<file path="src/rtl/alu_funct_pkg.sv">
// Shared ALU-control function codes and the multiplier state encoding.
// The ALU control block is expected to move onto these same constants so
// that the producer and consumer sides of the function-code bus agree.
package alu_funct_pkg;

  localparam logic [5:0] FN_AND       = 6'b100100;
  localparam logic [5:0] FN_OR        = 6'b100101;
  localparam logic [5:0] FN_ADD       = 6'b100000;
  localparam logic [5:0] FN_SUB       = 6'b100010;
  localparam logic [5:0] FN_SLT       = 6'b101010;
  localparam logic [5:0] FN_SRL       = 6'b000010;
  localparam logic [5:0] FN_MULTU     = 6'b011001;
  localparam logic [5:0] FN_MULT      = 6'b011000;
  localparam logic [5:0] FN_MFHI      = 6'b010000;
  localparam logic [5:0] FN_MFLO      = 6'b010010;
  localparam logic [5:0] FN_OPEN_HILO = 6'b111111;

  typedef enum logic [1:0] {
    MUL_IDLE = 2'd0,
    MUL_LOAD = 2'd1,
    MUL_RUN  = 2'd2,
    MUL_DONE = 2'd3
  } mul_state_t;

endpackage

</file>
<file path="src/rtl/multu_hilo_unit_radix4_step.sv">
// One radix-4 partial-product accumulation: adds 0, 1, 2 or 3 times the
// (already shifted) multiplicand to the running product.
module radix4_step #(
  parameter int PW = 64
) (
  input  logic [PW-1:0] prod_i,
  input  logic [PW-1:0] mcand_i,
  input  logic [1:0]    d_i,
  output logic [PW-1:0] prod_o
);

  // Select the digit multiple and accumulate; wraps modulo 2^PW.
  always_comb begin
    prod_o = prod_i;
    case (d_i)
      2'd0: prod_o = prod_i;
      2'd1: prod_o = prod_i + mcand_i;
      2'd2: prod_o = prod_i + (mcand_i << 1);
      2'd3: prod_o = prod_i + (mcand_i << 1) + mcand_i;
      default: prod_o = prod_i;
    endcase
  end

endmodule

</file>
<file path="src/rtl/multu_hilo_unit.sv">
// Sequential radix-4 unsigned multiplier with the HI/LO register pair.
// Listens to the ALU-control function code, computes the 64-bit product in
// ITER cycles, commits it on OPEN_HILO and serves MFHI/MFLO reads.
// Optional build macro: MULTU_HILO_SIGNED_EN adds signed MULT support.
module multu_hilo_unit
  import alu_funct_pkg::*;
#(
  parameter int WIDTH = 32,
  parameter int ITER  = WIDTH / 2
) (
  input  logic             clk,
  input  logic             reset,
  input  logic [5:0]       signal,
  input  logic             mulreset,
  input  logic [WIDTH-1:0] dataA,
  input  logic [WIDTH-1:0] dataB,
  output logic [WIDTH-1:0] dataOut,
  output logic             busy,
  output logic             done
);

  localparam int PW = 2 * WIDTH;
  localparam int IW = $clog2(ITER + 1);

  mul_state_t       state_q, state_d;
  logic [PW-1:0]    mcand_q, mcand_d;
  logic [WIDTH-1:0] mplier_q, mplier_d;
  logic [PW-1:0]    prod_q, prod_d;
  logic [IW-1:0]    iter_q, iter_d;
  logic [WIDTH-1:0] hi_q, hi_d;
  logic [WIDTH-1:0] lo_q, lo_d;
  logic             sign_q, sign_d;

  logic             isMul;
  logic [WIDTH-1:0] magA;
  logic [WIDTH-1:0] magB;
  logic             capSign;
  logic [PW-1:0]    stepProd;

`ifdef MULTU_HILO_SIGNED_EN
  logic isSigned;

  // MULT shares the MULTU protocol; its operands become magnitudes at
  // capture and the result sign is remembered for the final negation.
  always_comb begin
    isMul    = (signal == FN_MULTU) || (signal == FN_MULT);
    isSigned = (signal == FN_MULT);
    magA     = (isSigned && dataA[WIDTH-1]) ? (~dataA + 1'b1) : dataA;
    magB     = (isSigned && dataB[WIDTH-1]) ? (~dataB + 1'b1) : dataB;
    capSign  = isSigned && (dataA[WIDTH-1] ^ dataB[WIDTH-1]);
  end
`else
  // Unsigned-only build: MULT is just an unknown code here.
  always_comb begin
    isMul   = (signal == FN_MULTU);
    magA    = dataA;
    magB    = dataB;
    capSign = 1'b0;
  end
`endif

  radix4_step #(.PW(PW)) u_step (
    .prod_i  (prod_q),
    .mcand_i (mcand_q),
    .d_i     (mplier_q[1:0]),
    .prod_o  (stepProd)
  );

  // Next-state logic: operand capture, iteration, abort/restart and commit.
  always_comb begin
    state_d  = state_q;
    mcand_d  = mcand_q;
    mplier_d = mplier_q;
    prod_d   = prod_q;
    iter_d   = iter_q;
    hi_d     = hi_q;
    lo_d     = lo_q;
    sign_d   = sign_q;

    case (state_q)
      MUL_IDLE: begin
        if (isMul && mulreset) begin
          mcand_d  = {{WIDTH{1'b0}}, magA};
          mplier_d = magB;
          prod_d   = '0;
          iter_d   = '0;
          sign_d   = capSign;
          state_d  = MUL_LOAD;
        end
      end

      MUL_LOAD: begin
        if (isMul && mulreset) begin
          mcand_d  = {{WIDTH{1'b0}}, magA};
          mplier_d = magB;
          prod_d   = '0;
          iter_d   = '0;
          sign_d   = capSign;
        end else if (isMul) begin
          iter_d  = '0;
          state_d = MUL_RUN;
        end else if (signal != FN_OPEN_HILO) begin
          state_d = MUL_IDLE;
        end
      end

      // An OPEN_HILO that arrives early is treated as a no-op: iteration
      // carries on so the controller's later OPEN_HILO still commits.
      MUL_RUN: begin
        if (isMul && mulreset) begin
          mcand_d  = {{WIDTH{1'b0}}, magA};
          mplier_d = magB;
          prod_d   = '0;
          iter_d   = '0;
          sign_d   = capSign;
          state_d  = MUL_LOAD;
        end else if (isMul || (signal == FN_OPEN_HILO)) begin
          prod_d   = stepProd;
          mcand_d  = mcand_q << 2;
          mplier_d = mplier_q >> 2;
          iter_d   = iter_q + IW'(1);
          if (iter_q == IW'(ITER - 1)) begin
            prod_d  = sign_q ? (~stepProd + 1'b1) : stepProd;
            state_d = MUL_DONE;
          end
        end else begin
          state_d = MUL_IDLE;
        end
      end

      MUL_DONE: begin
        if (signal == FN_OPEN_HILO) begin
          hi_d    = prod_q[PW-1:WIDTH];
          lo_d    = prod_q[WIDTH-1:0];
          state_d = MUL_IDLE;
        end else if (isMul && mulreset) begin
          mcand_d  = {{WIDTH{1'b0}}, magA};
          mplier_d = magB;
          prod_d   = '0;
          iter_d   = '0;
          sign_d   = capSign;
          state_d  = MUL_LOAD;
        end
      end

      default: state_d = MUL_IDLE;
    endcase
  end

  // State and datapath registers; reset discards any product and HI/LO.
  always_ff @(posedge clk or posedge reset) begin
    if (reset) begin
      state_q  <= MUL_IDLE;
      mcand_q  <= '0;
      mplier_q <= '0;
      prod_q   <= '0;
      iter_q   <= '0;
      hi_q     <= '0;
      lo_q     <= '0;
      sign_q   <= 1'b0;
    end else begin
      state_q  <= state_d;
      mcand_q  <= mcand_d;
      mplier_q <= mplier_d;
      prod_q   <= prod_d;
      iter_q   <= iter_d;
      hi_q     <= hi_d;
      lo_q     <= lo_d;
      sign_q   <= sign_d;
    end
  end

  // Status flags and the HI/LO read mux onto the result bus.
  always_comb begin
    busy    = (state_q == MUL_LOAD) || (state_q == MUL_RUN);
    done    = (state_q == MUL_DONE);
    dataOut = '0;
    if (signal == FN_MFHI) begin
      dataOut = hi_q;
    end else if (signal == FN_MFLO) begin
      dataOut = lo_q;
    end
  end

endmodule

</file>
<file path="config.mk">
export PLATFORM = sky130hd
export DESIGN_NAME = multu_hilo_unit
export DESIGN_NICKNAME = d
export VERILOG_FILES = /design/src/rtl/alu_funct_pkg.sv /design/src/rtl/multu_hilo_unit_radix4_step.sv /design/src/rtl/multu_hilo_unit.sv
export SDC_FILE = /design/constraint.sdc
export NUM_CORES = 1
export LEC_CHECK = 0
export BUFFER_PORTS_ARGS = -buffer_cell sky130_fd_sc_hd__buf_2
export CAP_MARGIN = 20
export CORE_MARGIN = 1
export CORE_UTILIZATION = 40
export DETAILED_ROUTE_END_ITERATION = 16
export GPL_TIMING_DRIVEN = 0
export SLEW_MARGIN = 40
export SYNTH_ARGS = -nofsm -noshare
export SYNTH_HDL_FRONTEND = slang
export SYNTH_SLANG_ARGS = --single-unit
</file>
<file path="constraint.sdc">
create_clock -name clk -period 10.5 [get_ports clk]
set_input_delay 2.625 -clock clk [delete_from_list [all_inputs] [get_ports clk]]
set_output_delay 2.625 -clock clk [all_outputs]
set_load 0.01 [all_outputs]
</file>
==> results of run 1 <==
==> metal layers <==
layer  GRT usage [%]  up-vias  wire [µm]
met5               0        -          0
met4           7.976        0       1755
met3           2.965       94       2943
met2           41.80      444      27650
met1           35.21     7815      27450
li1                -     7708          -
==> report_power, final <==
group / switching (µW) / internal [µW]
logic: 51.1 / 34.2
clock network: 442 / 579
registers: 6.95 / 896
total: 500 / 1510
==> worst max path at each step <==
| stage | slack, ns | start | cells past startpoint | endpoint |
|---|---|---|---|---|
| 2_1_floorplan | 1.54 | reset | 1 | hi_q[0] |
| 3_3_place_gp | -1.30 | reset | 2 | prod_q[19] |
| 3_5_place_dp | 3.46 | signal[2] | 7 | dataOut[2] |
| 4_1_cts | 3.45 | signal[2] | 7 | dataOut[2] |
| 5_1_grt | 3.32 | signal[2] | 7 | dataOut[7] |
| 6_report | 3.39 | signal[2] | 7 | dataOut[13] |
==> worst max-delay path: cells and delay by family <==
family | cells | cell delay, ns
buffers and inverters | 4 | 0.75
AND/OR/NAND/NOR | 3 | 1.09
==> per-stage QoR <==
stage / setup slack [ns] / hold WS [ns] / total power [µW]
after floorplan: 1.542 / 0.4492 / 968.7
after global placement: -1.297 / 0.4611 / 998.8
after detailed placement: 3.458 / 0.4704 / 1005
after CTS: 3.455 / 0.4847 / 2022
after global routing: 3.316 / 0.5002 / 2070
final: 3.391 / 0.4823 / 2009
==> cell type report <==
type	instances	area (µm²)	share of cell area, %
Tap cell	592	740.7	3.636
Timing Repair Buffer	109	615.6	3.022
Clock buffer	38	819.5	4.023
Inverter	39	153.9	0.7555
Multi-Input combinational cell	1656	11640	57.13
Sequential cell	231	5781	28.38
Clock inverter	16	145.1	0.7125
Buffer	111	476.7	2.340
==> state kept, by name (all words and copies together) (netlist names) <==
name / count
mplier_q: 32
iter_q: 5
hi_q: 32
prod_q: 64
state_q: 2
lo_q: 32
mcand_q: 64
==> cells in the final DEF, fill, tap and decap left out, drive strengths merged, types with 36 or more instances in the layout <==
master and n:
a21o 62, a21oi 163, a22o 36, buf 133, clkbuf 125, dfrtp 231, ha 139, inv 42
mux2 102, mux2i 118, nand2 261, nor2 127, o21ai 229, xnor2 69, xor2 53
==> logic make-up after synthesis <==
logic type	share of synthesized area, %
AO/OA/AOI/OAI	22.95
XOR/XNOR	5.928
adder cells (fa/ha/maj)	9.871
buffers and inverters	3.401
flip-flops	32.07
multiplexers	12.93
AND/OR/NAND/NOR	12.86
==> metrics.txt, run 1 <==
CTS tree yes; fillers 4351; IO Port Bufs 105; Pre-antenna DRT Iters 5; worst vdd ir 0.0001093 V; syn avg cell area 8.849 µm²; slowest cell delay on critical path approximately 0.40 ns; LEAKAGE roughly 0.010 µW; Non-Filler Instances 2792; clock skew 0.01953 ns; syn nets 2251; endpoints failing setup 0; clk_lat worst skew approximately 0.6 ns; hold path endpoint mplier_q[5]; Detailed Route WL 59800 µm; Final Cycle Share 67.70%; Setup crit start kind input port; GRT Total Usage 25.55%; Synth top area share 32.07%; top-count cell post-synth nand2_1; CTS sink cnt roughly 230; Cell Count Post-Placement 2738; Slowest-stage cell, CP or3b_1; CP Data Arrival Time 4.48 ns; sequence of cells on the critical path buf_2 > or3b_1 > or3_1 > clkbuf_1 > clkbuf_1 > nor2_1 > buf_2; hold path startpoint mplier_q[5]; Placed Area 19400 µm²; number of synthesized register bits around 230; Post-synth EDFFs 0; r2r setup slk 3.84 ns; Main synth FF type dfrtp_1; Die Y-Extent ~210 µm; die area between 40000 and 50000 µm²; CTS Root Cell clkbuf_16; Post-CTS Resized 0; worst reg2reg startpoint mcand_q[1]; Placer Congestion roughly 0.98; worst hold path cell count 2; Core Box Area 44320 µm²; vias in the first global route 15.55k; WL per Instance 21.42 µm; Post-Syn Instances ~2k; antenna-violating nets left 0; Clock Path Buffers 3; hold_buf cts 0; Max Cap Violations 0; post-CTS setup buffers 0; Via density 5.753; ys async rst share between 90% and 100%; status complete, no violations; Reg2Reg Capture Point prod_q[55]; fmax 0.1407 GHz; worst reg2reg path depth 24; synth top area cells dfrtp_1 (32%), ha_1 (9.6%), mux2i_1 (6.6%), mux2_2 (6.4%), o21ai_0 (5.9%); measured slew at the worst slew-check pin about 0.88 ns; Initial Utilization 40.67%; drc violations 0; setup TNS 0 ns; hold crit path type reg2reg; synth warn 0; share of cells above drive strength 1 roughly 14%; row count 77; Die W 214.3 µm; Critical Path Fanout Max 10; post-synthesis sequential area ratio 32.07%; PwrDens 98.63 nW/µm²; CP Capture Type primary output; H-tree depth 1; largest net degree at the start of global routing 68; Final Max Tran Viols 0; CTS Buf Count 29; area delta synth->final 13.01%; RSZ-0062 raised after global routing no; Synth top cells by count nand2_1 (260), dfrtp_1 (231), o21ai_0 (214); Req. time, crit path just under 8 ns; Fin. Hold Viols 0; area leader, netlist dfrtp_1; Clock Pin Slew Worst Setup and Hold Paths 0.06 ns; post-route cell area ~20000 µm²; synth unique cells 84; fin util 45.96%; vias 16.06k; drt initial violations approximately 1.2k; I/O pins roughly 110; Final HPWL DP between 40000 and 50000 µm; minimum clock period between 7 and 8 ns; antenna diode count 0; Post-Syn Area 18020 µm²; fin nets 2391; Max transition margin 41.08%; initial antenna violation count 0; first-pass GRT wire length 91830 µm; Worst Path Class, Setup in2out; gr ovfl total 0
(Power assumes the default switching activity.)
==> inputs of run 2 (changes only) <==
clock period = 6.16 ns   (was 10.5 ns; I/O delays follow)
==> run 2 against run 1 <==
- combinational power rose by 92%
- wire length rose by 2.8%
- first-iteration DRC count rose by 5.6%
- count of clock-buffer cells in the layout fell by 5
- setup slack got worse by 3.2 ns
- clock skew fell by 0.0049 ns
- sequential share of layout area fell by 0.84 points
- clock power rose by 76%
- die area did not move
- final area rose by 3.1%
- flip-flop and latch count did not move
- utilization rose by 1.4 points
- critical path type is now reg2reg
- largest power group unchanged
==> metrics.txt, run 2 (same netlist as run 1, synthesis figures left out) <==
first-pass GRT wire length 94010 µm (+2.4%); Psw 840.2 µW (+68%); worst vdd ir 0.0002442 V (+120%); CTS sink cnt 231 (unchanged); Die W 214.3 µm (unchanged); die area 45920 µm² (unchanged); Worst Path Class, Setup reg2reg; gr ovfl total 0 (unchanged); total power draw 3507 µW (+75%); share of cells above drive strength 1 17.27% (+2.9 points); clock skew 0.01465 ns (-0.004884 ns); most common library cell in the layout ignoring fill and taps nand2_1; largest net degree at the start of global routing 25 (-63%); Logic pwr share 4.7% (+0.5 points); Setup crit start kind flop; clk_lat worst skew 0.57 ns (-0.03 ns); Fin. Hold Viols 0 (unchanged); I/O pins 107 (unchanged); r2r setup slk 0.19 ns (-3.65 ns); fmax about 0.17 GHz; CP Data Arrival Time 6.43 ns (+1.95 ns); antenna-violating nets left 0 (unchanged); post-route cell area 21000 µm² (+3.1%); drc violations 0 (unchanged); Max Cap Violations 0 (unchanged); endpoints failing setup 0 (unchanged); Initial Utilization 40.67% (unchanged); Via density 5.848 (+1.7%); top flop regs mcand_q (64), prod_q (64); IO Port Bufs 105 (unchanged); status complete, no violations; Internal Pwr Total 2666 µW (+77%); Clk network pwr share 51.4% (+0.6 points); Sw Ratio 23.96% (-0.91 points); CP bufs+invs 1 (-3); Min Hold Slack 0.4833 ns (+0.001023 ns); area delta synth->final 16.50%; row count 77 (unchanged); GRT Total Usage 26.27% (+0.72 points); setup TNS 0 ns (unchanged); Slowest-stage cell, CP dfrtp_1; vias in the first global route 15.87k (+2.0%); CTS Buf Count 28 (-3.4%); Critical Path Fanout Max 6 (-4); WL per Instance 21.87 µm (+2.1%); Req. time, crit path 6.62 ns (-1.26 ns); slowest cell delay on critical path 0.44 ns (+0.04 ns); minimum clock period 5.971 ns; CP Capture Type flop; Pre-antenna DRT Iters 5 (unchanged); vias 16.44k (+2.3%); most frequent cells in the layout nand2_1 (259), dfrtp_1 (230), o21ai_0 (207); fin nets 2411 (+0.84%); Placer Congestion 0.9734 (-0.53%); Final Max Tran Viols 0 (unchanged); Core Box Area 44320 µm² (unchanged); Reg power frac 43.9% (-1.0 points); initial antenna violation count 0 (unchanged); Max transition margin 38.54% (-2.5 points); PwrDens 167.0 nW/µm² (+69%); drt initial violations 1311 (+5.6%); Final Cycle Share 96.93%; Clock Path Buffers 3 (unchanged); measured slew at the worst slew-check pin 0.9219 ns (+0.03815 ns); Clock Pin Slew Worst Setup and Hold Paths 0.06 ns (about the same); hold_buf cts 0 (unchanged); LEAKAGE 0.01033 µW (+2.0%); delay-heaviest family, CP compound AO/OA/AOI/OAI gates; Die Y-Extent 214.3 µm (unchanged); Placed Area 19630 µm² (+1.1%); H-tree depth 1 (unchanged); Detailed Route WL 61470 µm (+2.8%); hold crit path type reg2reg; Final HPWL DP 48500 µm (+2.7%); CTS Root Cell clkbuf_16; CTS tree yes; fillers 4294 (-1.3%)
[run 2: cell count changes in the layout (fill, tap and decap cells not counted), sizes merged]
cell | before | now
clkinv | 8 | 11
inv | 42 | 40
buf | 133 | 156
bufinv | 1 | 4
clkbuf | 125 | 118
diode | 0 | 1
clkinvlp | 4 | 2
[run 2: power groups by stage]
stage               clock, µW  sequential, µW  combinational (µW)
CTS                      1840            1540                 166
global placement            0            1570                 137
detailed placement          0            1570                 165
finish                   1800            1540                 164
floorplan                   0            1560                88.9
global route             1880            1540                 182
[run 2: tightest hold or removal path, cell delays in order, from the launching register on]
cell     delay, ns
dfrtp_1       0.34
nand2_1       0.05
o21ai_0       0.06
[run 2: what timing repair did]
| action | CTS | global route |
|---|---|---|
| setup buffers | 6 | 8 |
| endpoints found under the setup margin | 18 | 18 |
| resized for setup | 19 | 45 |
| gates cloned | 0 | 0 |
| pin swaps | 3 | 14 |
[run 2: cell type report]
cell class | count | area (µm²) | area share [%]
well taps | 592 | 740.7 | 3.527
inverters | 39 | 150.1 | 0.7150
repair buffers | 133 | 949.7 | 4.522
plain buffers | 108 | 465.4 | 2.217
clock inverters | 18 | 222.7 | 1.061
diodes | 1 | 2.502 | 0.01192
multi-input cells | 1656 | 11920 | 56.74
flip-flops and latches | 231 | 5782 | 27.53
clock buffers | 33 | 770.7 | 3.670
[run 2: worst paths after layout]
path,start,end,cells after the start
max,prod_q[3],prod_q[60],25
min,mplier_q[10],mplier_q[10],2
max reg2reg,prod_q[3],prod_q[60],25
min reg2reg,mplier_q[10],mplier_q[10],2
max in group asynchronous,reset,mcand_q[50],7
min in group asynchronous,reset,mcand_q[7],2
[run 2: per-layer routing]
metal | vias up | track usage, % | routed length (µm)
met5 | - | 0 | 0
met4 | 0 | 10.74 | 2803
li1 | 7743 | - | -
met2 | 495 | 42.32 | 27960
met1 | 8078 | 35.90 | 27530
met3 | 122 | 2.823 | 3178
[run 2: through the flow]
step | std cells | util [%] | worst slack (ns)
floorplan | 2037 | - | 0.9006
global placement | 2734 | 43.54 | -0.5069
detailed placement | 2748 | 44.28 | -0.5278
CTS | 2805 | 46.84 | 0.0002807
global route | 2810 | 47.38 | -0.07148
finish | 2811 | 47.38 | 0.1891
==> inputs of run 3 (changes only) <==
CELL_PAD_IN_SITES_DETAIL_PLACEMENT = 1   (was default)
CELL_PAD_IN_SITES_GLOBAL_PLACEMENT = 2   (was default)
CORE_UTILIZATION = 35   (was 40)
PLACE_DENSITY_LB_ADDON = 0.1   (was default)
==> run 3 against run 2 <==
- setup slack gained 0.013 ns
- critical path depth decreased by 2
- utilization down 5.3 points
- flip-flop and latch count unchanged
- critical path type unchanged
==> metrics.txt, run 3 (same netlist as run 1, synthesis figures left out) <==
CTS sink cnt 231 (unchanged); antenna diode count 0 (-1); most frequent cells in the layout nand2_1 (260), dfrtp_1 (227), o21ai_0 (203); clock skew 0.02172 ns (+0.007079 ns); worst vdd ir 0.0001677 V (-31%); Clock Path Buffers 3 (unchanged); Max Cap Violations 0 (unchanged); Critical Path Fanout Max 5 (-1); Detailed Route WL 70500 µm (+15%); hold_buf cts 0 (unchanged); H-tree depth 1 (unchanged); Clock Pin Slew Worst Setup and Hold Paths 0.06 ns (about the same); drt initial violations 782 (-40%); CTS tree yes; Clk network pwr share 51.8% (+0.4 points); pre-CTS setup slack -0.5333 ns (-0.005560 ns); measured slew at the worst slew-check pin 0.9140 ns (-0.007878 ns); vias 16.30k (-0.85%); CTS Buf Count 31 (+11%); clk_lat worst skew 0.61 ns (+0.04 ns); Initial Utilization 35.71% (-5.0 points); Internal Pwr Total 2682 µW (+0.59%); drc violations 0 (unchanged); LEAKAGE 0.01034 µW (about the same); top flop regs mcand_q (64), prod_q (64); share of cells above drive strength 1 18.08% (+0.81 points); PwrDens 166.7 nW/µm² (-0.16%); Max transition margin 39.06% (+0.53 points); Fin. Hold Viols 0 (unchanged); Pre-antenna DRT Iters 5 (unchanged); hold crit path type reg2reg; Cell Count Post-Placement 2827 (+2.9%); I/O pins 107 (unchanged); largest net degree at the start of global routing 25 (unchanged); post-route cell area 21260 µm² (+1.3%); GRT Total Usage 26.79% (+0.52 points); Setup crit start kind flop; die area 52410 µm² (+14%); Final HPWL DP 56520 µm (+17%); gr ovfl total 0 (unchanged); minimum clock period 5.958 ns (-0.01310 ns); vias in the first global route 17.11k (+7.8%); Die W 228.9 µm (+6.8%); endpoints failing setup 0 (unchanged); Reg power frac 43.4% (-0.5 points); setup TNS 0 ns (unchanged); Min Hold Slack 0.4767 ns (-0.006652 ns); Core Box Area 50480 µm² (+14%); initial antenna violation count 0 (unchanged); most common library cell in the layout ignoring fill and taps nand2_1; Die Y-Extent 228.9 µm (+6.8%); status complete, no violations; Placed Area 19740 µm² (+0.59%); Final Cycle Share 96.72% (-0.21 points); fillers 5896 (+37%); CTS Root Cell clkbuf_16; CP Capture Type flop; row count 82 (+6.5%); Final Max Tran Viols 0 (unchanged); CP Data Arrival Time 6.45 ns (+0.02 ns); IO Port Bufs 105 (unchanged); Worst Path Class, Setup reg2reg; antenna-violating nets left 0 (unchanged); fin nets 2416 (+0.21%); Req. time, crit path 6.65 ns (+0.03 ns); fmax 0.1678 GHz (+0.22%); Placer Congestion 0.8832 (-9.3%); WL per Instance 24.34 µm (+11%); Logic pwr share 4.8% (about the same); first-pass GRT wire length 107900 µm (+15%); Psw 862.9 µW (+2.7%); area delta synth->final 17.97%; Via density 5.628 (-3.8%); Final WS setup 0.2022 ns (+0.01310 ns); Non-Filler Instances 2896 (+3.0%); Sw Ratio 24.34% (+0.38 points)
run 3: critical path, stage by stage, from the launching register on:
cell and delay [ns]:
dfrtp_1 0.45, ha_2 0.25, fa_2 0.38, a21oi_4 0.16, o211ai_1 0.18, a211oi_4 0.28, buf_6 0.17, a2111oi_4 0.10
or3_4 0.38, xor2_1 0.18, mux2_2 0.28, ha_1 0.36, a21oi_1 0.21, o21ai_1 0.12, a211oi_1 0.36, o31ai_1 0.15
a31oi_2 0.29, o31ai_2 0.16, a41o_2 0.36, a221oi_4 0.41, o21ai_1 0.14, xnor2_1 0.15, nor2_1 0.05, a221o_1 0.26
run 3: worst paths after layout:
path                               from      endpoint  slack [ns]  cells past startpoint
setup / recovery             mcand_q[0]    prod_q[60]        0.20                     23
hold / removal             mplier_q[12]  mplier_q[12]        0.48                      2
setup reg to reg             mcand_q[0]    prod_q[60]        0.20                     23
hold reg to reg            mplier_q[12]  mplier_q[12]        0.48                      2
max in group asynchronous         reset      lo_q[23]        4.26                      6
min in group asynchronous         reset     prod_q[7]        0.89                      2
run 3: repair_timing:
| action | in CTS | in global routing |
|---|---|---|
| endpoints found under the setup margin | 19 | 16 |
| pin swaps | 6 | 23 |
| gates resized for setup | 27 | 61 |
| buffers inserted | 4 | 14 |
run 3: layout make-up:
cell class	count	area [µm²]	area share, %
timing repair buffer	136	992.2	4.666
multi-input combinational	1656	12010	56.48
tap	672	840.8	3.954
buffer	107	465.4	2.189
clock buffer	43	880.8	4.142
sequential	231	5786	27.21
inverter	39	150.1	0.7061
clock inverter	12	140.1	0.6590
run 3: layer usage:
metal  part of all wire [%]  track usage (%)  vias up
met1                     48            36.95     8229
met5                      0                0        -
met3                    2.4            2.607       87
li1                       -                -     7754
met2                     48            44.87      228
met4                    2.4            6.500        0
run 3: power groups by stage:
stage / logic [µW] / registers [µW] / clock network [µW]
2_1_floorplan: 88.9 / 1560 / 0
3_3_place_gp: 140 / 1570 / 0
3_5_place_dp: 169 / 1570 / 0
4_1_cts: 170 / 1540 / 1880
5_1_grt: 191 / 1540 / 1940
6_report: 171 / 1540 / 1840
run 3: stage by stage:
step                power [µW]  utilization, %
floorplan                 1652               -
global placement          1708           38.42
detailed placement        1735           39.11
CTS                       3590           41.47
global route              3669           42.13
finish                    3545           42.13
